`src/rtl/qif_neuron_scheduler.sv`:
```
// rtl/qif_neuron_scheduler.sv - time-multiplexed scheduler sharing one QIF neuron datapath
// Sweeps all virtual neurons per tick: one req/ack datapath update each, refractory neurons skipped.
module qif_neuron_scheduler #(
  parameter int                N_NEURONS    = 4,
  parameter int                DATA_W       = 8,
  parameter logic [DATA_W-1:0] V_RESET      = '0,
  parameter int                REFRAC_STEPS = 2,
  parameter int                TIMEOUT      = 15,
  localparam int               ADDR_W       = $clog2(N_NEURONS)
) (
  input  logic                 clk,
  input  logic                 rst,
  input  logic                 tick,
  input  logic                 wr_en,
  input  logic [ADDR_W-1:0]    wr_addr,
  input  logic [DATA_W-1:0]    wr_data,
  input  logic [ADDR_W-1:0]    rd_addr,
  output logic [DATA_W-1:0]    rd_data,
  output logic                 dp_req,
  input  logic                 dp_ack,
  output logic [DATA_W-1:0]    dp_v_in,
  output logic [DATA_W-1:0]    dp_i_syn,
  input  logic [DATA_W-1:0]    dp_v_out,
  input  logic                 dp_spike,
  output logic                 busy,
  output logic                 step_done,
  output logic [N_NEURONS-1:0] spike_vec,
  input  logic                 clr_flags,
  output logic                 overrun,
  output logic                 timeout
);

  localparam int RW = (REFRAC_STEPS > 0) ? $clog2(REFRAC_STEPS + 1) : 1;
  localparam int CW = (TIMEOUT > 1) ? $clog2(TIMEOUT + 1) : 1;
  localparam logic [ADDR_W:0] N_LIM = (ADDR_W + 1)'(N_NEURONS);

  typedef enum logic [2:0] {S_IDLE, S_LOAD, S_ISSUE, S_SKIP, S_WB, S_DONE} state_t;

  state_t               state;
  logic [DATA_W-1:0]    v_mem  [N_NEURONS];
  logic [DATA_W-1:0]    i_syn  [N_NEURONS];
  logic [RW-1:0]        refrac [N_NEURONS];
  logic [ADDR_W-1:0]    idx;
  logic [CW-1:0]        wait_cnt;
  logic [DATA_W-1:0]    res_v;
  logic                 res_spike;
  logic                 res_valid;
  logic [N_NEURONS-1:0] spike_acc;
  logic [N_NEURONS-1:0] acc_next;
  logic                 last_idx;
  logic                 wr_ok;
  logic                 rd_ok;

  assign last_idx = (idx == ADDR_W'(N_NEURONS - 1));
  assign wr_ok    = ({1'b0, wr_addr} < N_LIM);
  assign rd_ok    = ({1'b0, rd_addr} < N_LIM);

  // res_valid is low after an abandoned handshake, so WB leaves the neuron untouched
  always_comb begin
    acc_next = spike_acc;
    if (state == S_WB && res_valid && res_spike) acc_next[idx] = 1'b1;
  end

  always_ff @(posedge clk) begin
    if (rst) begin
      state     <= S_IDLE;
      idx       <= '0;
      wait_cnt  <= '0;
      res_v     <= '0;
      res_spike <= 1'b0;
      res_valid <= 1'b0;
      spike_acc <= '0;
      dp_req    <= 1'b0;
      dp_v_in   <= '0;
      dp_i_syn  <= '0;
      busy      <= 1'b0;
      step_done <= 1'b0;
      spike_vec <= '0;
      overrun   <= 1'b0;
      timeout   <= 1'b0;
      rd_data   <= '0;
      for (int k = 0; k < N_NEURONS; k++) begin
        v_mem[k]  <= V_RESET;
        i_syn[k]  <= '0;
        refrac[k] <= '0;
      end
    end else begin
      step_done <= 1'b0;
      rd_data   <= rd_ok ? v_mem[rd_addr] : '0;
      if (wr_en && wr_ok) i_syn[wr_addr] <= wr_data;
      // a new event in the same cycle as clr_flags keeps the flag set
      overrun   <= (overrun && !clr_flags) || (tick && state != S_IDLE);
      timeout   <= timeout && !clr_flags;

      case (state)
        S_IDLE: begin
          if (tick) begin
            state     <= S_LOAD;
            idx       <= '0;
            busy      <= 1'b1;
            spike_acc <= '0;
          end
        end
        S_LOAD: begin
          if (refrac[idx] != '0) begin
            state <= S_SKIP;
          end else begin
            dp_v_in  <= v_mem[idx];
            dp_i_syn <= i_syn[idx];
            dp_req   <= 1'b1;
            wait_cnt <= '0;
            state    <= S_ISSUE;
          end
        end
        S_ISSUE: begin
          if (dp_ack) begin
            res_v     <= dp_v_out;
            res_spike <= dp_spike;
            res_valid <= 1'b1;
            dp_req    <= 1'b0;
            state     <= S_WB;
          end else if (wait_cnt == CW'(TIMEOUT - 1)) begin
            timeout   <= 1'b1;
            res_valid <= 1'b0;
            dp_req    <= 1'b0;
            state     <= S_WB;
          end else begin
            wait_cnt <= wait_cnt + CW'(1);
          end
        end
        S_SKIP, S_WB: begin
          if (state == S_SKIP) begin
            refrac[idx] <= refrac[idx] - RW'(1);
            v_mem[idx]  <= V_RESET;
          end else if (res_valid) begin
            if (res_spike) begin
              v_mem[idx]  <= V_RESET;
              refrac[idx] <= RW'(REFRAC_STEPS);
            end else begin
              v_mem[idx] <= res_v;
            end
          end
          spike_acc <= acc_next;
          if (last_idx) begin
            spike_vec <= acc_next;
            step_done <= 1'b1;
            state     <= S_DONE;
          end else begin
            idx   <= idx + ADDR_W'(1);
            state <= S_LOAD;
          end
        end
        S_DONE: begin
          state     <= S_IDLE;
          busy      <= 1'b0;
          spike_acc <= '0;
        end
        default: state <= S_IDLE;
      endcase
    end
  end

endmodule
```
`config.mk`:
```
export PLATFORM = sky130hd
export DESIGN_NAME = qif_neuron_scheduler
export DESIGN_NICKNAME = d
export VERILOG_FILES = /design/src/rtl/qif_neuron_scheduler.sv
export SDC_FILE = /design/constraint.sdc
export NUM_CORES = 1
export LEC_CHECK = 0
export CAP_MARGIN = 20
export CORE_UTILIZATION = 42
export CTS_CLUSTER_DIAMETER = 100
export CTS_CLUSTER_SIZE = 10
export DETAILED_ROUTE_END_ITERATION = 10
export PLACE_DENSITY_LB_ADDON = 0.2
export SLEW_MARGIN = 5
export SYNTH_ARGS = -nofsm -noshare
export SYNTH_HDL_FRONTEND = slang
export SYNTH_SLANG_ARGS = --single-unit
```
`constraint.sdc`:
```
create_clock -name clk -period 5.4 [get_ports clk]
set_input_delay 0.54 -clock clk [delete_from_list [all_inputs] [get_ports clk]]
set_output_delay 0.54 -clock clk [all_outputs]
set_load 0.05 [all_outputs]
```
==> Yosys cells after proc, flatten, opt, wreduce, memory -nomap -nowiden <==
Memories as Yosys holds them, arrays and structs flattened. A register that Yosys moved wholly into a read port is not among the register bits.
Cells that the tools add are included.
{ "word_totals": {"regBits": 32, "latch_bits": 0, "ram_bits": 72, "mem_bits_ro": 0, "input_bits": 27, "output_inout_bits": 33, "n_memories": 3} }
{ "op_classes": {"addsub": 3, "multipliers": 0, "div": 0, "magnitude_cmp": 2, "n_eq_ne": 13, "shifts": 0, "n_mux": 64, "bitwise_logic": 6, "n_reduce_logical": 31} }
{ "memory_table": {"columns": ["name", "words", "width", "read_ports", "rd_clocked_by_memory_dff", "wr", "line_no", "rtl"], "rows": [
  ["i_syn", 4, 8, 1, 1, 4, "41", "logic [DATA_W-1:0] i_syn [N_NEURONS];"],
  ["v_mem", 4, 8, 2, 2, 4, "40", "logic [DATA_W-1:0] v_mem [N_NEURONS];"],
  ["refrac", 4, 2, 1, 1, 4, "42", "logic [RW-1:0] refrac [N_NEURONS];"]
]} }
{ "op_table": {"columns": ["cell", "n"], "rows": [
  ["$mux W1", 35],
  ["$mux W8", 4],
  ["$mux W4", 5],
  ["$mux W2", 9],
  ["$reduce_or A8 Y1", 2],
  ["$reduce_and A2 Y1", 7],
  ["$mux W3", 4],
  ["$pmux W3 S4", 1],
  ["$pmux W4 S3", 1],
  ["$ne A2 B2 Y1 const B", 5],
  ["$reduce_bool A2 Y1", 5],
  ["$pmux W4 S2", 1],
  ["$eq A3 B2 Y1 const B", 2],
  ["$eq A3 B3 Y1 const B", 2],
  ["$logic_and A1 B1 Y1", 6],
  ["$reduce_and A3 Y1", 2],
  ["$reduce_bool A3 Y1", 2],
  ["$reduce_or A2 Y1", 3],
  ["$add A4 B1 Y4 const B", 1],
  ["$eq A4 B4 Y1 const B", 1],
  ["$or A4 B4 Y4", 1],
  ["$pmux W1 S2", 2],
  ["$pmux W2 S2", 1],
  ["$reduce_and A4 Y1", 1],
  ["other kinds (13)", 16]
]} }

==> Logic depth before layout (Yosys ltp) <==
Gate-level depths: netlist of the first run.
{ "logic_depth": {"word_depth": 10, "mapped_depth": 8, "mapped_depth_nobuf": 7} }

==> Worst setup path before layout of the first run <==
No wires, ideal clock.
{ "synth_timing": {"path_kind": "reg-to-reg", "from": "register with a tool-made name", "to": "register dp_i_syn[5] (read register of i_syn)", "setup_ns": 0.117, "arrival_time_ns": 1.958, "t_required_ns": 5.283, "setup_slack_ns": 3.325, "path_stages_with_launch": 9, "path_cell_list": "dfxtp_1 -> mux4_2 -> inv_1 -> ha_1 -> nand2b_1 -> nor3b_2 -> nor2_1 -> clkbuf_1 -> a22o_1"} }
{ "synth_lines": {"columns": ["element", "line_no", "rtl"], "rows": [
  ["end, declared", "22", "output logic [DATA_W-1:0] dp_i_syn,"]
]} }

==> out/metrics.yaml, run 1 <==
yosysMostFrequentCell: "edfxtp_1"
clock_sinks: 130
clk_pin_slew_worst_paths_ns: 0.06
via_per_inst: 5.256
synth-edff-count: 72
yosysWarningCount: 0
antenna_cells: 0
antenna_left: 0
worst_pin_slew_ns: 0.6522
grt_usage: 0.1975
grt_max_degree: 28
slew_viol_final: 0
reg2reg_to: "dp_v_in[6]"
cts_tree: "yes"
hpwlAfterDp_microns: 8375
ys_seq_area_frac: 0.5979
crit_type: "input port to register"
min_to: "overrun"
hold_viol: 0
die_h_microns: 117.0
h-tree-depth: 4
cp.required_ns: 5.51
reg2reg_setup_slack_ns: 3.18
fin_setup_tns_ns: 0
timing.fmax_ghz: 0.3760
ys_ff_latch: 130
dieWidth_microns: 117.0
gp_congestion: 0.7677
place_ws_ns: 2.337
fillers: 1057
syn_area_sq_um: 5558
start_util: 0.4351
worstPathArrival_ns: 2.77
wl_per_cell_microns: 17.59
overflow: 0
ys_types: 42
synth_commonest_cells: "edfxtp_1 (72), and2_1 (65), dfxtp_1 (58), nand2_1 (35), mux4_2 (26)"
status: "finished clean"
cts_hold_buffers: 0
drive_gt1_frac: 0.1516
min-delay-start: "overrun"
finalCriticalPeriod_ns: 2.659
rsz0062_at_grt: "false"
crit_path_end_kind: "register"
first_pass_iters: 4
nNetsFinal: 529
maxCapViolations: 0
syn_to_final_growth_pct: 25.17
post_dp_cell_area_sq_um: 6306
grt_pass1_wl_microns: 19320
fin_area_sq_um: 6957
finalPower_mw: 2.587
drtIter0Drc: 186
worst_slack_ns: 2.741
antenna_found_initial: 0
netlist_top_cells_area: "edfxtp_1 (39%), dfxtp_1 (21%), mux4_2 (11%)"
syn_inst: 435
p_leak_nw: 2.529
yosys.area.top_type: "edfxtp_1"
clockBufferDepth: 2
whs_ns: 0.4628
cts_resized: 0
fin_crit_sh: 0.4925
synthesis.nets: 469
coreArea_sq_um: 12770
drc: 0
vias: 3574
hold_class: "register to register"
ir_drop_uv: 245.0
finalNonFillerCells: 680
async_flop_share: 0
path_max_fanout: 26
routed_wl_microns: 11960
holdPathStages: 2
io_buffers: 59
yosys.area.top_type_share: 0.3890
skew_ns: 0.005486
rows: 41
reg2reg_depth: 8
start_kind: "input port"
p_per_area_nw_per_um2: 371.8
synth-main-ff-cell: "edfxtp_1"
setup_violations: 0
clockRootBuffer: "clkbuf_16"
syn_area_per_cell_sq_um: 12.78
postCtsSetupRepairBufs: 0
ios: 60
clk_latency_ns: 0.42
dp_cells: 648
slew_headroom: 0.5647
dieArea_sq_um: 13700
cts_buffers: 17
grt_pass1_vias: 3551
final_util: 0.5446
[cells in the final DEF (no fill, tap or decap), types with 6 or more instances in the layout]
master           count
nand3_1              7
ha_1                 7
nor3_1              11
and3_1               9
o21ai_0              6
and2_1              65
buf_4                6
edfxtp_1            72
clkbuf_16           17
inv_1               12
a22o_1              17
mux4_2              26
a21oi_1             18
nand2_1             35
nor2_1              21
dfxtp_1             58
clkdlybuf4s50_1     59
[area by class of cell]
cell class	instances	area, sq um	area share
flip-flops and latches	130	3323	0.4777
clock buffers	18	439.2	0.06313
clock inverters	14	211.5	0.03040
repair buffers	65	635.6	0.09137
inverters	12	45.04	0.006475
multi-input cells	269	2087	0.3000
well taps	172	215.2	0.03094
[report_power, final]
part           switching (mW)  internal, mW  total, mW
Combinational           0.122        0.0893      0.211
Sequential             0.0317          1.09       1.13
Clock                   0.423         0.827       1.25
Total                   0.576          2.01       2.59
[kinds of logic (layout without fill, tap and decap cells)]
family / Yosys count / after routing / synth area share
xor+xnor: 2 / 2 / 0.003152
fa+ha+maj: 7 / 7 / 0.01576
mux: 29 / 29 / 0.1110
compound gates: 61 / 61 / 0.07767
simple gates: 170 / 170 / 0.1679
buf+inv: 36 / 109 / 0.02656
flops: 130 / 130 / 0.5979
[worst max-delay path by stage]
stage | startpoint | end | slack, ns | depth (start not counted)
2_1_floorplan | register | dp_i_syn[5] | 3.32 | 8
3_3_place_gp | rst | i_syn[0][5] | 2.46 | 5
3_5_place_dp | rst | i_syn[0][6] | 2.34 | 5
4_1_cts | rst | i_syn[0][7] | 2.77 | 5
5_1_grt | rst | i_syn[0][5] | 2.52 | 5
6_report | rst | i_syn[0][7] | 2.74 | 5
[state kept, by name (all words and copies together) (netlist names), 3 cells and up, named ones only]
name       flops
i_syn         32
v_mem         32
dp_i_syn       8
dp_v_in        8
rd_data        8
refrac         8
res_v          8
spike_acc      4
spike_vec      4
wait_cnt       4
state          3
[worst max-delay path, cell delays in order]
cell	delay [ns]
clkdlybuf4s50_1	0.64
buf_4	0.35
nor2b_1	0.46
nor3b_2	0.46
or2_2	0.31
[metal layers]
metal | vias to the layer above | wire [microns] | global-route usage
met5 | - | 0 | 0
met4 | 0 | 206 | 0.08270
met3 | 18 | 524 | 0.05767
met2 | 89 | 5489 | 0.2990
met1 | 1756 | 5741 | 0.2666
li1 | 1711 | - | -
No activity file was read; power rests on OpenSTA's default activity.
==> run 2: changes to the inputs <==
- clock period: 5.4 -> 2.2 ns (I/O delays scaled with it)
==> out/metrics.yaml, run 2 (synthesis results as in run 1) <==
status: "finished clean"
rsz0062_at_grt: "false"
clk_latency_ns: 0.41  # about the same
start_kind: "register"
die_h_microns: 117.0  # unchanged
crit_path_end_kind: "register"
wl_per_cell_microns: 17.25  # -1.9%
antenna_cells: 0  # unchanged
vias: 3584  # +0.28%
slew_viol_final: 0  # unchanged
clk_pin_slew_worst_paths_ns: 0.06  # about the same
nNetsFinal: 541  # +2.3%
io_buffers: 59  # unchanged
cts_hold_buffers: 0  # unchanged
dp_cells: 660  # +1.9%
coreArea_sq_um: 12770  # unchanged
reg2reg_depth: 8  # unchanged
seq_area_sq_um: 3324  # about the same
dieWidth_microns: 117.0  # unchanged
whs_ns: 0.3601  # -0.1027 ns
cts_tree: "yes"
grt_max_degree: 37  # +32%
p_per_area_nw_per_um2: 829.9  # +120%
crit_type: "register to register"
fin_crit_sh: 0.9129
via_per_inst: 5.179  # -1.5%
clockBufferDepth: 2  # unchanged
final_cell_mix: "edfxtp_1 (72), and2_1 (65), clkdlybuf4s50_1 (59)"
timing.fmax_ghz: 0.4979
fillers: 1102  # +4.3%
reg2reg_setup_slack_ns: 0.19  # -2.99 ns
drtIter0Drc: 171  # -8.1%
holdPathStages: 3  # +1
finalCriticalPeriod_ns: 2.008
finalPower_mw: 5.754  # +120%
reg_top3: "i_syn (32), v_mem (32)"
hold_viol: 0  # unchanged
dieArea_sq_um: 13700  # unchanged
reg2reg_to: "dp_v_in[1]"
drive_gt1_frac: 0.1519  # +0.0003483
gp_congestion: 0.7766  # +1.2%
slew_headroom: 0.5707  # +0.006011
r2r-start: "refrac[3][0]"
routed_wl_microns: 11940  # -0.20%
hpwlAfterDp_microns: 7909  # -5.6%
path_max_fanout: 16  # -38%
hold_class: "input port to register"
ios: 60  # unchanged
rows: 41  # unchanged
clockRootBuffer: "clkbuf_16"
clock_sinks: 130  # unchanged
finalNonFillerCells: 692  # +1.8%
final_common_cell: "edfxtp_1"
overflow: 0  # unchanged
first_pass_iters: 4  # unchanged
setup_violations: 0  # unchanged
drc: 0  # unchanged
min-delay-start: "dp_v_out[0]"
start_util: 0.4351  # unchanged
cts_buffers: 17  # unchanged
grt_usage: 0.1939  # -0.003625
grt_pass1_vias: 3598  # +1.3%
antenna_left: 0  # unchanged
worst_pin_slew_ns: 0.6416  # -0.01067 ns
h-tree-depth: 4  # unchanged
maxCapViolations: 0  # unchanged
multi_input_area_sq_um: 2087  # unchanged
cp.required_ns: 2.50  # -3.01 ns
fin_setup_tns_ns: 0  # unchanged
worstPathArrival_ns: 2.31  # -0.46 ns
syn_to_final_growth_pct: 24.76
final_util: 0.5429  # -0.001763
ir_drop_uv: 347.7  # +42%
p_leak_nw: 2.546  # +0.64%
min_to: "res_v[0]"
antenna_found_initial: 0  # unchanged
grt_pass1_wl_microns: 19010  # -1.6%
skew_ns: 0.007096  # +0.001610 ns
run 2: cell types whose count changed in the layout (fill, tap and decap cells not counted), sizes merged:
cell      previous run  this run
clkinvlp             5         0
buf                  6        18
clkbuf              18        22
clkinv               4         9
bufinv               5         1
run 2: final cells by class:
type                            instances  share of cell area
Sequential cell                       130              0.4794
Multi-Input combinational cell        269              0.3010
Clock buffer                           22             0.06406
Inverter                               12            0.006496
Clock inverter                         10            0.009744
Tap cell                              172             0.03104
Timing Repair Buffer                   77              0.1083
run 2: worst max-delay path by stage:
stage	start	endpoint	slack, ns	cells after the start
6_report	refrac[3][0]	dp_v_in[1]	0.19	8
5_1_grt	register	dp_v_in[1]	0.04	8
4_1_cts	register	dp_v_in[5]	0.14	8
3_5_place_dp	register	dp_i_syn[2]	0.15	8
3_3_place_gp	register	dp_v_in[4]	0.22	8
2_1_floorplan	register	dp_i_syn[5]	0.12	8
run 2: critical path, cell delays in order, from the launching register on:
cell	delay [ns]
edfxtp_1	0.37
mux4_2	0.48
inv_1	0.07
ha_1	0.17
nand2b_1	0.09
nor3b_2	0.20
nor2_1	0.06
buf_4	0.20
a22o_1	0.24
run 2: per-stage QoR:
| step | setup slack, ns | instance area [sq um] |
|---|---|---|
| after floorplan | 0.1247 | 5558 |
| after global placement | 0.2214 | 6421 |
| after detailed placement | 0.1549 | 6421 |
| after CTS | 0.1422 | 6933 |
| after global routing | 0.04142 | 6934 |
| final | 0.1916 | 6934 |
run 2: timing repair:
action                     CTS  global route
buffers inserted             0             0
setup endpoints to repair    0            15
hold endpoints to repair     0             0
resized for setup            0             1
run 2: report_power, final:
part | internal (mW) | switching [mW]
registers | 2.68 | 0.0690
logic | 0.233 | 0.306
clock network | 1.52 | 0.943
run 2: metal layers:
metal / global-route usage / part of all wire / vias up
met2: 0.3148 / 0.47 / 105
li1: - / - / 1738
met4: 0.08354 / 0.015 / 0
met3: 0.04480 / 0.047 / 15
met1: 0.2503 / 0.46 / 1726
met5: 0 / 0 / -
